--- src/rtl/shift_lag_line.sv ---
// Tapped delay line: delivers x[n-k] for a one-hot lag k beside each sample.
// Ports: clk, rst, in_valid, din, tap -> dout, out_valid, sample_idx, frame_end, tap_err.
module shift_lag_line #(
    parameter int DATA_W    = 16,
    parameter int DEPTH     = 10,
    parameter int FRAME_LEN = 160,
    parameter int IDX_W     = 8
) (
    input  logic              clk,
    input  logic              rst,
    input  logic              in_valid,
    input  logic [DATA_W-1:0] din,
    input  logic [DEPTH:0]    tap,
    output logic [DATA_W-1:0] dout,
    output logic              out_valid,
    output logic [IDX_W-1:0]  sample_idx,
    output logic              frame_end,
    output logic              tap_err
);

    localparam logic [IDX_W-1:0] LAST = IDX_W'(FRAME_LEN - 1);

    generate
        if (DEPTH >= FRAME_LEN) begin : g_bad_depth
            $error("shift_lag_line: DEPTH must be below FRAME_LEN");
        end
        if ((64'd1 << IDX_W) < 64'(FRAME_LEN)) begin : g_bad_idx
            $error("shift_lag_line: IDX_W too narrow for FRAME_LEN");
        end
    endgenerate

    logic [DATA_W-1:0] h [1:DEPTH];
    logic [IDX_W-1:0]  cnt;
    logic [DATA_W-1:0] sel;
    logic              tap_ok;
    logic              last;

    assign tap_ok = $onehot(tap);
    assign last   = (cnt == LAST);

    // OR-mux; only meaningful when tap is one-hot, otherwise masked to 0.
    always_comb begin
        sel = '0;
        if (tap[0]) sel = din;
        for (int k = 1; k <= DEPTH; k++) begin
            if (tap[k]) sel = sel | h[k];
        end
    end

    always_ff @(posedge clk or posedge rst) begin
        if (rst) begin
            for (int k = 1; k <= DEPTH; k++) h[k] <= '0;
            cnt        <= '0;
            dout       <= '0;
            out_valid  <= 1'b0;
            sample_idx <= '0;
            frame_end  <= 1'b0;
            tap_err    <= 1'b0;
        end else if (in_valid) begin
            dout       <= tap_ok ? sel : '0;
            out_valid  <= 1'b1;
            sample_idx <= cnt;
            frame_end  <= last;
            tap_err    <= ~tap_ok;
            // Clearing history at the boundary keeps lags inside one frame.
            if (last) begin
                for (int k = 1; k <= DEPTH; k++) h[k] <= '0;
                cnt <= '0;
            end else begin
                h[1] <= din;
                for (int k = 2; k <= DEPTH; k++) h[k] <= h[k-1];
                cnt <= cnt + 1'b1;
            end
        end else begin
            out_valid <= 1'b0;
            frame_end <= 1'b0;
            tap_err   <= 1'b0;
        end
    end

endmodule

--- config.mk ---
export PLATFORM = sky130hd
export DESIGN_NAME = shift_lag_line
export DESIGN_NICKNAME = d
export VERILOG_FILES = /design/src/rtl/shift_lag_line.sv
export SDC_FILE = /design/constraint.sdc
export NUM_CORES = 1
export LEC_CHECK = 0
export ABC_AREA = 1
export CAP_MARGIN = 10
export CORE_MARGIN = 1.5
export CORE_UTILIZATION = 45
export DETAILED_ROUTE_END_ITERATION = 7
export PLACE_DENSITY = 0.64
export SLEW_MARGIN = 20
export SYNTH_ARGS = -nofsm -noshare
export SYNTH_HDL_FRONTEND = slang
export SYNTH_SLANG_ARGS = --single-unit
export TNS_END_PERCENT = 10
--- constraint.sdc ---
create_clock -name clk -period 8 [get_ports clk]
set_clock_uncertainty 0.05 [all_clocks]
set_input_delay 2 -clock clk [delete_from_list [all_inputs] [get_ports clk]]
set_output_delay 2 -clock clk [all_outputs]
set_load 0.05 [all_outputs]
==> impl.org, run 1 <==
** Clock tree
- Buffers inserted to repair hold after CTS numbered 0.
- At the later pin of the worst-skew pair, clock insertion delay measures 0.45 ns.
- CTS built an H-tree with a depth of 4.
- Clock Root Buffer :: clkbuf_16
- TritonCTS built the clock tree.
- In this run, post-CTS repair resized a total of 0 instances.
- The number of setup buffers added after CTS is 0.
- Clock transition at the registers of the reported paths :: around 0.080 ns
- For this design, the sink count on the clock tree is about 200.
- Worst-case clock buffer depth :: 2
- Buffers inserted during clock tree synthesis total 17.

** Power
- Power density over the cells :: 265.4 nW/um^2
- For this design the static power due to leakage is between 5 and 6 nW.
- Of the total power, the share spent switching nets is between 30% and 40%.
- Combinational logic burns between 20% and 30% of the power.
- Clock power frac :: a little under a third
- In this run the power spent charging and discharging nets is approximately 0.0010 W.
- The worst-case IR drop observed on VDD is around 0.00014 V.
- Cell internal power was estimated by the tool at ~0.0018 W.
- Sequential fraction of design power :: between 40% and 50%

** Layout
- The filler cells instantiated in the layout total around 2000.
- Layout overhead on the synthesized area :: 12.39%
- Number of standard cells in the final layout excluding fillers :: between 1500 and 2000
- In the final design database the tool counted approximately 1300 nets.
- Share of post-route cells with drive strength above 1 :: 10.66%
- 0 antenna diodes ended up in the layout.

** STA
- Setup violation total in the final timing report :: 0
- The max-slew violation total from the final report was 0.
- Headroom to the max-slew limit came out at about a third.
- At the pin with the least slew margin, the transition time is roughly 1 ns.
- Setup repair after global routing left no endpoint under its margin.
- Maximum achievable frequency :: 0.1611 GHz
- Of the available clock period, the critical path in the final layout requires 77.59%.
- Final hold slack :: ~0.43 ns
- TNS Setup :: 0 ns
- The smallest clock period supported by the final layout is computed as between 6 and 7 ns.
- The number of hold violations in the final report was 0.
- After layout, the worst setup slack is between 1.5 and 2 ns.

** Synth
- Of the total synthesized cell area, the portion taken by AND, OR, NAND and NOR gates is a little over two fifths.
- Net count after synthesis :: 1274
- Parity-gate share of the synthesized area counting xor and xnor cells :: less than 1%
- Sequential area share after synthesis :: 50.24%
- Gate Count Post-Synth :: ~1200
- Each instance of the synthesized netlist takes up on average between 7 and 8 sq um.
- By area, the combinational part of the netlist is dominated by simple AND/OR/NAND/NOR gates.
- Post-synthesis compound-gate area fraction :: less than 1%
- After synthesis the netlist holds a flip-flop and latch count of 195.
- Of the post-synthesis cell area, the part taken by muxes is 0%.
- Syn Std Cell Area :: roughly 10000 sq um
- Of the total synthesized cell area, the portion taken by full adders, half adders and majority gates is roughly 1.7%.
- Count of synthesis-stage warnings from yosys :: 0
- Number of distinct library cells after synthesis :: 20

** Placed design
- In this run, placement finished with an instance count of 1500.
- Worst setup timing slack at the placement stage :: between 1 and 1.5 ns
- Summed over all nets, the half-perimeter wirelength after detailed placement is about 16000 um.
- IO Port Bufs :: 56
- The congestion estimate from routability-driven global placement came to between 0.8 and 0.9.

** Global route
- Number of global-route vias before repair :: ~7400
- The first global-routing pass estimated 41660 um of wire.
- Overflow after GRT :: 0
- Entering global routing, the biggest net connects 129 pins.
- Across every metal layer, demand over resource in global routing totals 24.00%.
- The initial antenna violation count was 0.

** Die
- Die Footprint :: around 22000 sq um
- Row Count :: 53
- Top-level I/O count :: 57
- Starting Density :: roughly 46%
- X dimension of the die :: roughly 150 um
- Core region area :: 21090 sq um
- The floorplan step set the die height to approximately 150 um.

** Route
- Routed wirelength normalized by instance count :: between 15 and 20 um
- Summing over every cut layer, the via total after detailed routing is between 7000 and 8000.
- For this run, design rule violations remaining after detail routing come to 0.
- In the routed layout, each cell is associated on average with a via count of roughly 5.2.
- Antenna Nets Post-Route :: 0
- The first detailed-routing pass took 5 iterations.
- Summed over all layers, the routed wires come to approximately 26000 um.
- For this block, the initial DRC count from the detailed router was just over 800.

** Run
- Max-capacitance violation count :: 0

** Worst setup path
- Class of the most critical setup path :: input port to register
- Along the worst path, the maximum fanout reaches 17.
- The worst setup path is captured at a register.
- STA puts the critical path data required time at approximately 8.3 ns.
- Data arrival time of the worst path :: 6.54 ns
- Worst setup SP type :: input port

** Status
- Outcome :: complete, no violations

** Hold path
- Kind of path behind the tightest hold check :: register to register
==> stage by stage <==
stage	util (%)	power, W	area [sq um]
2_1_floorplan	-	0.001789	9713
3_3_place_gp	48.96	0.002026	10320
3_5_place_dp	48.96	0.002037	10320
4_1_cts	51.77	0.002918	10920
5_1_grt	51.77	0.003054	10920
6_report	51.77	0.002897	10920
==> cell families after synthesis <==
kind of cell,count (synthesis)
fa+ha+maj,9
flops,195
xor+xnor,2
simple gates,906
buf+inv,116
compound gates,7
==> registers in the layout, summed over array words and instances, names as in the netlist <==
register / cells
h: 160
tap_err: 1
sample_idx: 8
dout: 16
frame_end: 1
out_valid: 1
cnt: 8
==> final cells by class <==
| class | count | area, sq um | share of cell area [%] |
|---|---|---|---|
| Inverter | 36 | 147.6 | 1.352 |
| Tap cell | 275 | 344.1 | 3.152 |
| Timing Repair Buffer | 70 | 666.9 | 6.109 |
| Multi-Input combinational cell | 924 | 4285 | 39.26 |
| Clock inverter | 15 | 167.7 | 1.536 |
| Sequential cell | 195 | 4880 | 44.70 |
| Clock buffer | 17 | 425.4 | 3.897 |
==> critical path, cell delays in order <==
cell             delay (ns)
clkdlybuf4s50_1        1.01
fa_1                   0.54
fa_1                   0.49
inv_1                  0.05
fa_1                   0.47
inv_1                  0.05
fa_1                   0.41
fa_1                   0.48
inv_1                  0.06
nand2_1                0.04
nor2_1                 0.12
nand2_1                0.09
nor2_2                 0.50
nand2_1                0.13
nand2_1                0.08
==> power groups by stage <==
stage	Clock [W]	Sequential [W]	Combinational (W)
after floorplan	0	0.00144	0.000346
final	0.000878	0.00132	0.000704
after global routing	0.000932	0.00134	0.000782
after global placement	0	0.00133	0.000698
after CTS	0.000894	0.00131	0.000710
after detailed placement	0	0.00133	0.000708
==> synthesized netlist by cell type <==
| library cell | instances | area share, % |
|---|---|---|
| fa_1 | 7 | 1.4 |
| nand3_2 | 80 | 8.2 |
| buf_2 | 47 | 2.4 |
| inv_1 | 36 | 1.4 |
| o21ai_0 | 5 | 0.26 |
| ha_1 | 2 | 0.26 |
| nor2_2 | 1 | 0.064 |
| buf_6 | 9 | 1.0 |
| buf_1 | 7 | 0.27 |
| nor2_1 | 58 | 2.2 |
| nor3b_2 | 1 | 0.13 |
| xor2_1 | 2 | 0.18 |
| clkbuf_1 | 17 | 0.66 |
| nor3_1 | 1 | 0.051 |
| nand2_1 | 660 | 26 |
| nor2_4 | 1 | 0.12 |
| nand2_2 | 2 | 0.13 |
| dfrtp_1 | 195 | 50 |
| a21oi_1 | 2 | 0.10 |
| nand3_1 | 102 | 5.3 |
==> layout by cell type (no fill, tap or decap), types with 5 or more instances in the layout <==
master           Yosys  routed
clkbuf_16            0      17
clkdlybuf4s50_1      0      55
nand3_1            102     102
nand2_1            660     660
buf_4                0      14
dfrtp_1            195     195
nand3_2             80      80
inv_8                0       5
fa_1                 7       7
o21ai_0              5       5
inv_1               36      34
nor2_1              58      58
inv_6                0       5
==> worst paths after layout <==
path	cells past startpoint	slack [ns]	start	to
worst max-delay path	15	1.79	tap[0]	dout[15]
worst min-delay path	2	0.43	sample_idx[1]	sample_idx[1]
worst max register to register	7	5.35	cnt[1]	h[141]
worst min register to register	2	0.43	sample_idx[1]	sample_idx[1]
max in group asynchronous	3	4.29	rst	sample_idx[1]
min in group asynchronous	2	2.11	rst	h[100]
==> per-layer routing <==
metal	part of all wire [%]	wire length (um)	track usage (%)
met5	0	0	0
met1	48	12300	35.91
met4	2.4	626	7.990
met3	4.9	1275	3.811
met2	45	11660	35.23
Power figures use the tool's default switching activity.
==> run 2, diff against run 1 <==
Clock period 8 ns to 6.5 ns, I/O delays scaled along.
==> run 2 against run 1 <==
Against the previous run: die area is the same; final area is essentially flat; clock-buffer cell count grew 2; register-to-register slack lost 1.5 ns; combinational power grew 22%; largest cell class unchanged; sequential cell count is the same; first-iteration DRC count shrank 33%; via count shrank 1.7%; critical path type unchanged; clock power grew 16%; largest power group unchanged; critical path depth is the same; final cell count grew 0.33%; hold slack is essentially flat.
==> impl.org, run 2 (synthesis gave the netlist of run 1 again) <==
** Status
- Outcome :: complete, no violations (unchanged)

** Worst setup path
- Cell chain of the critical path :: clkdlybuf4s50_1, fa_1, fa_1, inv_1, fa_1, inv_1, fa_1, fa_1, inv_1, nand2_1, nor2_1, nand2_1, nor2_2, nand2_1, nand2_1 (unchanged)
- Category of the worst setup path capture point :: register (unchanged)
- Critical Path Most Common Cell :: fa_1 (unchanged)
- Data arrival time of the worst path :: 5.68 ns (was 6.54 ns)
- The required time of the worst setup path came to 6.83 ns (was 8.33 ns).
- The slowest stage cell on the critical path is clkdlybuf4s50_1 (unchanged).
- Worst path top cell family by delay :: adder cells (unchanged)
- CP max FO :: 16 (was 17)
- The type of the setup path with the least slack is input port to register (unchanged).
- Reg-to-reg setup timing slack :: 3.82 ns (was 5.35 ns)
- The largest incremental delay on the critical path is 0.58 ns (was 1.01 ns).
- Worst setup SP type :: input port (unchanged)
- The buffer and inverter count on the worst path was 4 (unchanged).

** Power
- Leak :: 5.914 nW (was 5.912 nW)
- The sequential power share was 45.9% (was 45.4%).
- Clock power frac :: 29.4% (was 30.3%)
- The fraction of power spent switching nets is 35.52% (was 36.23%).
- Power density over the cells :: 319.5 nW/um^2 (was 265.4 nW/um^2)
- Switching power summed over all nets :: 0.001240 W (was 0.001050 W)
- The logic gate share of total power was 24.7% (was 24.3%).
- The internal power of the cells came to 0.002251 W (was 0.001847 W).
- Highest ir drop seen on vdd :: 0.0001688 V (was 0.0001427 V)

** Layout
- N_diodes :: 0 (unchanged)
- Commonest cells after routing, fill and taps aside: nand2_1 (660), dfrtp_1 (195), nand3_1 (102) (unchanged).
- The synthesis-to-layout area growth is 12.48% (was 12.39%).
- Register name with the most flops :: h (unchanged)
- Most common cell after layout, fill and taps aside :: nand2_1 (unchanged)
- The final-stage net count is 1288 (was 1283).
- Number of standard cells in the final layout excluding fillers :: 1537 (was 1532)
- The total of fill cells in the finished design is 2020 (was 2023).
- Share of post-route cells with drive strength above 1 :: 11.01% (was 10.66%)
- Registers with the highest flip-flop counts: h (160), dout (16) (unchanged).
- The number of flip-flops under the largest register name was 160 (unchanged).

** Clock tree
- The clock buffer count from CTS came to 17 (unchanged).
- Clk sinks :: 195 (unchanged)
- The clock-pin slew on the worst setup and hold paths is 0.08 ns (about the same).
- TritonCTS clock tree :: yes (unchanged)
- Worst-case clock buffer depth :: 2 (unchanged)
- The number of buffers inserted by post-CTS setup repair is 0 (unchanged).
- Number of buffers added to fix hold violations after cts :: 0 (unchanged)
- Number of levels the H-tree was split into :: 4 (unchanged)
- The post-cts resize count was 0 (unchanged).
- Worst-skew pair later-pin latency :: 0.44 ns (was 0.45 ns)
- The root buffer selected by CTS was clkbuf_16 (unchanged).

** Hold path
- Kind of path behind the tightest hold check :: register to register (unchanged)

** STA
- The number of hold violations in the final report came to 0 (unchanged).
- Maximum achievable frequency :: between 0.15 and 0.2 GHz
- Fraction of the cycle the final worst path needs :: roughly 82%
- The sum of negative setup slack was 0 ns (unchanged).
- The normalized max-slew margin was 34.86% (was 33.22%).
- Time the final worst path needs with I/O delays and setup :: 5.358 ns
- Setup violation total in the final timing report :: 0 (unchanged)
- RSZ-0062 raised after global routing :: false (unchanged)
- Worst-margin pin slew :: 0.9770 ns (was 1.002 ns)
- Count of pins over their slew limit :: 0 (unchanged)

** Placed design
- The instance count after placement with tap cells included came to 1505 (was 1500).
- Global placement routability congestion :: 0.8032 (was 0.8307)
- The post-DP HPWL was 14430 um (was 15770 um).
- IO Port Bufs :: 56 (unchanged)

** Route
- The number of detailed-route iterations in the first pass was 5 (unchanged).
- Total vias in the final route :: 7803 (was 7934)
- The number of vias per cell came to 5.077 (was 5.179).
- The routed wire length per instance was 16.08 um (was 16.88 um).
- Antenna Nets Post-Route :: 0 (unchanged)
- The iteration-0 DRC count of the detailed router is 554 (was 827).
- DRC violation count after routing :: 0 (unchanged)
- Wire length reported by the detailed router :: 24720 um (was 25860 um)

** Die
- X dimension of the die :: 149.9 um (unchanged)
- Top-level I/O count :: 57 (unchanged)
- The floorplan die height came to 149.9 um (unchanged).
- Starting Density :: 46.06% (unchanged)
- Core region area :: 21090 sq um (unchanged)
- Die Footprint :: 22470 sq um (unchanged)
- The row count was 53 (unchanged).

** Global route
- Maximum number of pins on one net before global-route repair :: 131 (was 129)
- Initial antenna violation count :: 0 (unchanged)
- Number of global-route vias before repair :: 7393 (was 7432)
- GRT Overall Usage :: 23.15% (was 24.00%)
- The overall overflow remaining after global route was 0 (unchanged).
- The wire length of the first global-routing pass was 39940 um (was 41660 um).

** Run
- Max-capacitance violation count :: 0 (unchanged)
[run 2: worst paths after layout]
check / startpoint / to / cells past startpoint
max reg2reg: cnt[1] / h[27] / 7
max: tap[7] / dout[10] / 15
max in group asynchronous: rst / sample_idx[7] / 4
min in group asynchronous: rst / h[148] / 2
min: sample_idx[2] / sample_idx[2] / 2
min reg2reg: sample_idx[2] / sample_idx[2] / 2
[run 2: metal layers]
layer | GRT usage [%] | vias to the layer above | routed length (um)
met5 | 0 | - | 0
li1 | - | 3854 | -
met1 | 32.44 | 3757 | 11490
met4 | 8.431 | 0 | 650
met2 | 36.26 | 157 | 11510
met3 | 3.598 | 35 | 1062
[run 2: per-stage QoR]
step / setup slack [ns] / power [W] / instance area, sq um / util [%] / hold WS (ns)
2_1_floorplan: 1.586 / 0.002202 / 9717 / - / 0.3990
3_3_place_gp: 0.7044 / 0.002478 / 10360 / 49.12 / 0.4095
3_5_place_dp: 0.6472 / 0.002493 / 10360 / 49.12 / 0.4119
4_1_cts: 1.102 / 0.003526 / 10930 / 51.81 / 0.4319
5_1_grt: 0.8888 / 0.003695 / 10930 / 51.81 / 0.4534
6_report: 1.143 / 0.003491 / 10930 / 51.81 / 0.4287
[run 2: final cells by class]
cell class / instances / area, sq um / share of cell area, %
clock buffers: 19 / 452.9 / 4.146
clock inverters: 13 / 115.1 / 1.054
inverters: 36 / 143.9 / 1.317
multi-input cells: 924 / 4285 / 39.22
flip-flops and latches: 195 / 4880 / 44.66
well taps: 275 / 344.1 / 3.149
repair buffers: 75 / 704.4 / 6.448
[run 2: tightest hold or removal path, stage by stage, from the launching register on]
cell and delay [ns]:
dfrtp_1 0.35, nand2_1 0.05, nand2_1 0.05
[run 2: power by group through the flow]
stage	Sequential [W]	Clock (W)	Combinational, W
after floorplan	0.00178	0	0.000426
after detailed placement	0.00162	0	0.000873
after CTS	0.00160	0.00105	0.000874
after global routing	0.00163	0.00110	0.000959
after global placement	0.00162	0	0.000855
final	0.00160	0.00102	0.000862
